<file path="src/rtl/mem_port_arbiter.sv">
// Two-port round-robin arbiter for the shared single-port program/data memory.
// One transaction in flight; read data is routed back to the port that issued it.
module mem_port_arbiter #(
  parameter int unsigned ADDR_W = 8,
  parameter int unsigned DATA_W = 24,
  parameter int unsigned RD_LAT = 1
) (
  input  logic              clk,
  input  logic              reset,
  input  logic              req0,
  input  logic              we0,
  input  logic [ADDR_W-1:0] addr0,
  input  logic [DATA_W-1:0] wdata0,
  output logic              gnt0,
  output logic              rvalid0,
  output logic [DATA_W-1:0] rdata0,
  input  logic              req1,
  input  logic              we1,
  input  logic [ADDR_W-1:0] addr1,
  input  logic [DATA_W-1:0] wdata1,
  output logic              gnt1,
  output logic              rvalid1,
  output logic [DATA_W-1:0] rdata1,
  output logic              mem_en,
  output logic              mem_we,
  output logic [ADDR_W-1:0] mem_addr,
  output logic [DATA_W-1:0] mem_wdata,
  input  logic [DATA_W-1:0] mem_rdata,
  output logic              busy
);

  localparam int unsigned CNT_W = 3;

  typedef enum logic [1:0] {
    IDLE  = 2'd0,
    ISSUE = 2'd1,
    WAIT  = 2'd2,
    RESP  = 2'd3
  } state_t;

  state_t             state;
  logic               last;
  logic               owner;
  logic [CNT_W-1:0]   cnt;
  logic               pick1;

  // Port 1 wins if it is the only requester, or on a tie when port 0 was served last.
  assign pick1 = req1 & (~req0 | ~last);

  // State, latched transaction and all outputs; the mem_* registers double as the latch.
  always_ff @(posedge clk or posedge reset) begin
    if (reset) begin
      state     <= IDLE;
      last      <= 1'b1;
      owner     <= 1'b0;
      cnt       <= '0;
      gnt0      <= 1'b0;
      gnt1      <= 1'b0;
      rvalid0   <= 1'b0;
      rvalid1   <= 1'b0;
      rdata0    <= '0;
      rdata1    <= '0;
      mem_en    <= 1'b0;
      mem_we    <= 1'b0;
      mem_addr  <= '0;
      mem_wdata <= '0;
      busy      <= 1'b0;
    end else begin
      gnt0    <= 1'b0;
      gnt1    <= 1'b0;
      rvalid0 <= 1'b0;
      rvalid1 <= 1'b0;
      mem_en  <= 1'b0;
      mem_we  <= 1'b0;
      case (state)
        IDLE: begin
          if (req0 || req1) begin
            owner     <= pick1;
            last      <= pick1;
            mem_en    <= 1'b1;
            mem_we    <= pick1 ? we1 : we0;
            mem_addr  <= pick1 ? addr1 : addr0;
            mem_wdata <= pick1 ? wdata1 : wdata0;
            gnt0      <= ~pick1;
            gnt1      <= pick1;
            busy      <= 1'b1;
            state     <= ISSUE;
          end
        end
        ISSUE: begin
          if (mem_we) begin
            busy  <= 1'b0;
            state <= IDLE;
          end else if (RD_LAT == 1) begin
            state <= RESP;
          end else begin
            cnt   <= CNT_W'(RD_LAT - 1);
            state <= WAIT;
          end
        end
        WAIT: begin
          cnt <= cnt - CNT_W'(1);
          if (cnt == CNT_W'(1)) begin
            state <= RESP;
          end
        end
        RESP: begin
          if (owner) begin
            rdata1  <= mem_rdata;
            rvalid1 <= 1'b1;
          end else begin
            rdata0  <= mem_rdata;
            rvalid0 <= 1'b1;
          end
          busy  <= 1'b0;
          state <= IDLE;
        end
        default: begin
          busy  <= 1'b0;
          state <= IDLE;
        end
      endcase
    end
  end

endmodule

</file>
<file path="config.mk">
export PLATFORM = sky130hd
export DESIGN_NAME = mem_port_arbiter
export DESIGN_NICKNAME = d
export VERILOG_FILES = /design/src/rtl/mem_port_arbiter.sv
export SDC_FILE = /design/constraint.sdc
export NUM_CORES = 1
export LEC_CHECK = 0
export BUFFER_PORTS_ARGS = -buffer_cell sky130_fd_sc_hd__buf_4
export CORE_UTILIZATION = 45
export CTS_CLUSTER_SIZE = 8
export DETAILED_ROUTE_END_ITERATION = 8
export PLACE_DENSITY = 0.78
export SETUP_SLACK_MARGIN = 0.1
export SYNTH_ARGS = -nofsm -noshare
export SYNTH_HDL_FRONTEND = slang
export SYNTH_SLANG_ARGS = --single-unit
</file>
<file path="constraint.sdc">
create_clock -name clk -period 5.7 [get_ports clk]
set_input_delay 0.285 -clock clk [delete_from_list [all_inputs] [get_ports clk]]
set_output_delay 0.285 -clock clk [all_outputs]
set_load 0.01 [all_outputs]
</file>
Yosys cells after proc, flatten, opt, wreduce, memory -nomap -nowiden --
Index checks and enable logic that the tools add are counted.
Word-level totals: flip-flop bits (word level) 94, bits of input ports 94, output and inout port bits 87, word-level logic and storage cells 59
Operators by class: add/subtract/negate cells 1, equality and inequality tests 7, mux-type cells 22, bitwise operators 6, reductions and logical operators 8
Operator list (number):
- $mux 24 | 1
- $mux 1 | 15
- $mux 8 | 1
- $pmux 2 s4 | 1
- $reduce_and 2->1 | 4
- $mux 2 | 3
- $ne 2x2->1 const B | 3
- $eq 2x2->1 const B | 2
- $not 1->1 | 4
- $eq 3x1->1 const B | 1
- $pmux 1 s3 | 1
- $reduce_and 3->1 | 1
- $reduce_bool 3->1 | 1
- $sub 3x1->3 const B | 1
- $eq 2x1->1 const B | 1
- $logic_not 2->1 | 1
- $and 1x1->1 | 1
- $logic_or 1x1->1 | 1
- $or 1x1->1 | 1

Depth between registers and ports, before layout --
Gate-level depths: netlist (run 1).
depth in word-level cells 6, depth in mapped cells 6, mapped depth without buffers 4

Least setup slack after synthesis (run 1) --
Ideal clock, no wire load.
kind reg2reg, from register state[0], to register mem_addr[0], arrival time 1.233 ns, required time 5.574 ns, path slack 4.341 ns, stages on the path, launching flop included 6, path buffers 2, period minus slack after synthesis 1.359 ns, cell sequence dfrtp_1 buf_2 nor2_4 nand2_1 buf_2 a221o_1
Between the ends: word-level cells in the longest chain between the ends 2
Ends and longest elaborated chain:
- start: declaration | line 41 | state_t state;
- start signal: assignment | line 53 | state <= IDLE;
- start signal: assignment | line 87 | state <= ISSUE;
- start signal: assignment | line 93 | state <= IDLE;
- $logic_not 2->1 | line 75 | case (state)
- $reduce_and 2->1 (no line)
- end signal: assignment | line 82 | mem_addr <= pick1 ? addr1 : addr0;
- end: declaration | line 26 | output logic [ADDR_W-1:0] mem_addr,
Every way passes these cells. A chain may end at the register's enable or synchronous reset.

Worst setup path in the final report (run 1) --
from register state[1], to register mem_wdata[3]
Between the ends: word-level cells in the longest chain between the ends 2
Ends and longest elaborated chain:
- $logic_not 2->1 | line 75
- $reduce_and 2->1 (no line)
- end signal: assignment | line 83 | mem_wdata <= pick1 ? wdata1 : wdata0;
- end: declaration | line 27 | output logic [DATA_W-1:0] mem_wdata,
Every way passes these cells.

==> impl_metrics.yaml, run 1 <==
status:
  run_status: "finished clean"
cts:
  ctsResizeCount: 0
  cts_inserted_buffers: 9
  root_buffer: "clkbuf_8"
  h-tree-depth: 3
  path_clk_slew_ns: 0.09
  cts_tree: "built"
  cts_hold_buf: 1
  clock_latency_ns: 0.36
  post_cts_buffers: 0
  clockBufferDepth: 2
  cts.sink_count: 94
sta:
  clock.fmax_mhz: 418
  setup_tns_ns: 0
  finalSetupViolations: 0
  skew_ns: 0.0199
  relSlewSlack_pct: 31.8
  fin_crit_ns: 2.39
  worstMarginPinSlew_ns: 1.02
  final-hold-violation-count: 0
  rsz0062_at_grt: "no"
  drv_slew: 0
  period_share_pct: 42.0
placement:
  place_hpwl_um: 6900
  io_buffers: 180
  routabilityCongestion: 0.769
setup_path:
  worstReg2RegStart: "state[1]$_DFFE_PP0P_"
  cp-startpoint: "state[1]$_DFFE_PP0P_"
  crit_type: "reg2reg"
  end_kind: "flip-flop"
  worst_setup_path_start_kind: "flip-flop"
  critPathMaxFanout: 34
  worstSetupEndpoint: "mem_wdata[3]$_DFFE_PP0P_"
  cp.depth: 4
  crit_buf_inv: 1
  path_cells: "nor2_4 > nand2_1 > inv_2 > a31oi_1"
  critPathSlowestCell: "nor2_4"
  r2r-end: "mem_wdata[3]$_DFFE_PP0P_"
  crit_path_max_incr_delay_ns: 0.62
  r2r_setup_slack_ns: 3.31
  crit_family: "simple AND/OR/NAND/NOR gates"
  required_ns: 5.90
  reg2reg_depth: 4
  critical_path_arrival_ns: 2.59
global_route:
  antenna_found_initial: 0
  grt_pass1_wl_um: 15200
  grt_pass1_vias: 3105
  grt_max_degree: 63
  grtUsageTotal_pct: 22.2
  overflow: 0
die:
  die_h_um: 94.3
  ios: 181
  start_util_pct: 46.7
  core-area_um2: 8220
  core.rowCount: 33
  die_x_um: 94.3
  dieArea_um2: 8900
synthesis:
  avgSynthCellArea_um2: 12.2
  synth_edf_count: 0
  synth_fp_nets: 411
  async_flop_share_pct: 100
  ys.flop_type: "dfrtp_1"
  synth_seq_cells: 94
  ys_types: 30
  seq_area_frac_synth_pct: 61.4
  synth_warnings: 0
  syn_inst: 315
  synth_area_um2: 3840
worst_hold_path:
  hold_class: "in2reg"
routing:
  num_vias: 3122
  drtPass1Iterations: 4
  first_iter_violations: 59
  detail_route.drc_violations: 0
  wl_per_cell_um: 16.1
  vias_per_cell: 5.23
  drt-total-wl_um: 9630
  ant_nets: 0
power_and_ir_drop:
  p_leak_nw: 2.67
  irDropWorstVdd_mv: 0.274
  p_per_area_nw_per_um2: 556
finish:
  n_antenna_cell: 0
  final_common_cell: "buf_4"
  final_nets: 583
  fillers: 615
  layout_common_cells: "buf_4, dfrtp_1, nand2_1, mux2_2, a21oi_1"
  drive_gt1_share_pct: 51.4
  area_growth_pct: 41.6
  utilization_pct: 66.1
job:
  cap_violations: 0
[report_power, final]
| part | switching [mW] | internal [mW] | total [mW] | leakage (nW) |
|---|---|---|---|---|
| Clock | 0.224 | 0.229 | 0.453 | 0.0992 |
| Sequential | 0.209 | 1.01 | 1.22 | 1.10 |
| Combinational | 0.616 | 0.735 | 1.35 | 1.47 |
[synthesized netlist by cell type, types with 2 or more instances]
cell type | count | share of area [%]
o21ai_0 | 2 | 0.26
a21o_1 | 2 | 0.39
buf_6 | 2 | 0.59
a31oi_1 | 25 | 4.1
nand2_1 | 57 | 5.6
and3_1 | 7 | 1.1
clkbuf_1 | 4 | 0.39
buf_4 | 2 | 0.39
xnor2_1 | 2 | 0.46
inv_1 | 7 | 0.69
a221o_1 | 7 | 1.8
dfrtp_1 | 93 | 61
buf_2 | 14 | 1.8
mux2_2 | 48 | 14
ha_1 | 2 | 0.65
a21oi_1 | 27 | 3.5
[worst reg2reg max path, cell delays in order (launching register included)]
cell and delay (ns):
dfrtp_1 0.50, nor2_4 0.62, nand2_1 0.47, inv_2 0.51, a31oi_1 0.16
[through the flow]
step	hold WS, ns	area, µm²	power [mW]	cells	setup WS, ns
2_1_floorplan	0.416	3840	1.92	315	2.97
3_5_place_dp	0.368	5210	2.59	580	3.21
6_report	0.165	5430	3.02	597	3.31
5_1_grt	0.150	5430	3.22	597	3.09
4_1_cts	0.153	5430	3.04	597	3.31
3_3_place_gp	0.354	5210	2.53	580	3.32
[flip-flops by register name, summed over array words and instances, names as in the netlist]
| name | flops |
|---|---|
| mem_wdata | 24 |
| rdata0 | 24 |
| rdata1 | 24 |
| mem_addr | 8 |
| cnt | 3 |
| state | 2 |
| busy | 1 |
| gnt0 | 1 |
| gnt1 | 1 |
| last | 1 |
| mem_en | 1 |
| mem_we | 1 |
| owner | 1 |
| rvalid0 | 1 |
| rvalid1 | 1 |
[cell type report]
class	count	area (µm²)	share of cell area (%)
sequential	94	2350	43.3
timing repair buffer	183	1380	25.3
multi-input combinational	191	1330	24.5
clock buffer	12	155	2.86
tap	105	131	2.42
clock inverter	4	53.8	0.991
inverter	8	31.3	0.576
[metal layers]
metal,GRT usage (%),vias to the layer above,share of wire [%]
met5,0,-,0
met3,6.12,16,8.8
li1,-,1437,-
met4,7.82,0,1.6
met2,37.1,167,49
met1,27.7,1502,40
[kinds of logic after synthesis]
kind of cell | share of synthesized area, %
compound gates | 10.9
xor+xnor | 0.457
fa+ha+maj | 0.652
buf+inv | 3.98
flops | 61.4
mux | 14.1
simple gates | 8.61
[how the worst min path moves through the flow]
| stage | start | endpoint | slack (ns) | cells past startpoint |
|---|---|---|---|---|
| after floorplan | we1 | mem_we$_DFF_PP0_ | 0.42 | 2 |
| after global placement | reset | mem_wdata[23]$_DFFE_PP0P_ | 0.35 | 2 |
| after detailed placement | reset | mem_wdata[23]$_DFFE_PP0P_ | 0.37 | 2 |
| after CTS | addr0[2] | mem_addr[2]$_DFFE_PP0P_ | 0.15 | 2 |
| after global routing | addr0[4] | mem_addr[4]$_DFFE_PP0P_ | 0.15 | 2 |
| final | addr0[2] | mem_addr[2]$_DFFE_PP0P_ | 0.17 | 2 |
(Power assumes the default switching activity.)
==> run 2: changes to the inputs <==
Settings changed: CORE_UTILIZATION 45 to 42, PLACE_DENSITY 0.78 to 0.76.
Clock period 5.7 ns to 2.17 ns, I/O delays scaled along.
==> impl_metrics.yaml, run 2 (synthesized netlist as in run 1, its figures left out) <==
status:
  run_status: "finished clean"
sta:
  final-hold-violation-count: 0
  period_share_pct: 81.5
  worstMarginPinSlew_ns: 0.784
  drv_slew: 0
  relSlewSlack_pct: 47.6
  rsz0062_at_grt: "no"
  holdWs_ns: 0.0143
  skew_ns: 0.0112
  clock.fmax_mhz: 565
  setup_tns_ns: 0
  finalSetupViolations: 0
  fin_crit_ns: 1.77
routing:
  drtPass1Iterations: 4
  drt-total-wl_um: 11000
  wl_per_cell_um: 16.5
  num_vias: 3455
  vias_per_cell: 5.16
  first_iter_violations: 107
  detail_route.drc_violations: 0
  ant_nets: 0
die:
  start_util_pct: 43.8
  ios: 181
  core.rowCount: 34
  die_h_um: 97.6
  dieArea_um2: 9520
  core-area_um2: 8760
  die_x_um: 97.6
setup_path:
  critPathMaxFanout: 25
  required_ns: 2.41
  crit_type: "reg2reg"
  worst_setup_path_start_kind: "flip-flop"
  end_kind: "flip-flop"
  critical_path_arrival_ns: 2.01
global_route:
  busiest_layer: "met2"
  grtUsageTotal_pct: 23.5
  grt.met3_usage_pct: 6.76
  met2_usage_pct: 39.5
  overflow: 0
  grt_pass1_wl_um: 17700
  grt_max_degree: 50
  grtUsageMet1_pct: 29.1
  antenna_found_initial: 0
  grt_pass1_vias: 3557
cts:
  path_clk_slew_ns: 0.10
  h-tree-depth: 3
  clockBufferDepth: 2
  root_buffer: "clkbuf_8"
  clock_latency_ns: 0.36
  cts_tree: "built"
  cts_inserted_buffers: 9
  cts.sink_count: 94
  ctsResizeCount: 0
power_and_ir_drop:
  irDropWorstVdd_mv: 0.610
  p_switching_mw: 2.88
  swShare_pct: 35.5
  seqPwrFrac_pct: 39.8
  intPower_mw: 5.22
  p_per_area_nw_per_um2: 1320
  p_leak_nw: 2.96
  p_total_mw: 8.10
  power_frac_clock_pct: 14.7
  combPwrFrac_pct: 45.6
finish:
  layout_common_cells: "buf_4, dfrtp_1, dlygate4sd3_1, nand2_1, mux2_2"
  drive_gt1_share_pct: 46.2
  n_antenna_cell: 0
  stdcell_count: 669
  fillers: 583
  final_nets: 652
  top_regs: "mem_wdata (24), rdata0 (24), rdata1 (24)"
  area_growth_pct: 59.6
  final_common_cell: "buf_4"
job:
  cap_violations: 0
worst_hold_path:
  hold_class: "in2reg"
placement:
  place_hpwl_um: 6790
  routabilityCongestion: 0.733
  io_buffers: 180
  dp_cells: 588
[run 2: cell count changes in the layout (fill, tap and decap cells not counted)]
cell,delta
buf_12,+1
inv_6,+3
clkbuf_8,-2
clkbuf_1,-1
dlygate4sd3_1,+64
buf_4,+4
[run 2: area by class of cell]
| class | count | area, µm² | share of cell area [%] |
|---|---|---|---|
| clock buffers | 9 | 124 | 2.02 |
| clock inverters | 7 | 77.6 | 1.27 |
| inverters | 8 | 33.8 | 0.552 |
| multi-input cells | 191 | 1330 | 21.7 |
| flip-flops and latches | 94 | 2350 | 38.5 |
| well taps | 108 | 135 | 2.21 |
| repair buffers | 252 | 2070 | 33.8 |
[run 2: worst max-delay path, stage by stage, from the launching register on]
cell     delay (ns)
dfrtp_1        0.55
nand3_2        0.59
mux2_2         0.50
[run 2: layer usage]
metal,up-vias,routed length [µm]
met5,-,0
met4,0,165
met3,15,920
met2,203,5370
met1,1660,4590
li1,1577,-
[run 2: final timing paths]
path                       cells past startpoint  slack, ns            startpoint                        end
max                                            2       0.40  state[1]$_DFFE_PP0P_     rdata1[23]$_DFFE_PP0P_
min                                            3       0.01            wdata1[17]  mem_wdata[17]$_DFFE_PP0P_
max reg2reg                                    2       0.40  state[1]$_DFFE_PP0P_     rdata1[23]$_DFFE_PP0P_
min reg2reg                                    1       0.48    cnt[2]$_DFFE_PP0N_         cnt[2]$_DFFE_PP0N_
max in group asynchronous                      4       1.01                 reset         cnt[2]$_DFFE_PP0N_
min in group asynchronous                      3       0.47                 reset  mem_wdata[16]$_DFFE_PP0P_
[run 2: what timing repair did]
item / in CTS / in global routing
hold buffers: 64 / 1
setup buffers: 0 / 0
endpoints found under the hold margin: 106 / 1
[run 2: per-stage QoR]
stage | utilization [%] | worst slack [ns] | area, µm²
2_1_floorplan | - | 0.811 | 3840
3_3_place_gp | 60.1 | 0.444 | 5270
3_5_place_dp | 60.1 | 0.381 | 5270
4_1_cts | 69.7 | 0.380 | 6110
5_1_grt | 69.8 | 0.269 | 6120
6_report | 69.8 | 0.401 | 6120
[run 2: power by group through the flow]
| stage | sequential, mW | combinational, mW | clock (mW) |
|---|---|---|---|
| after detailed placement | 3.21 | 3.59 | 0 |
| after global placement | 3.18 | 3.50 | 0 |
| after CTS | 3.20 | 3.67 | 1.23 |
| final | 3.22 | 3.69 | 1.19 |
| after floorplan | 3.47 | 1.58 | 0 |
| after global routing | 3.32 | 3.98 | 1.31 |
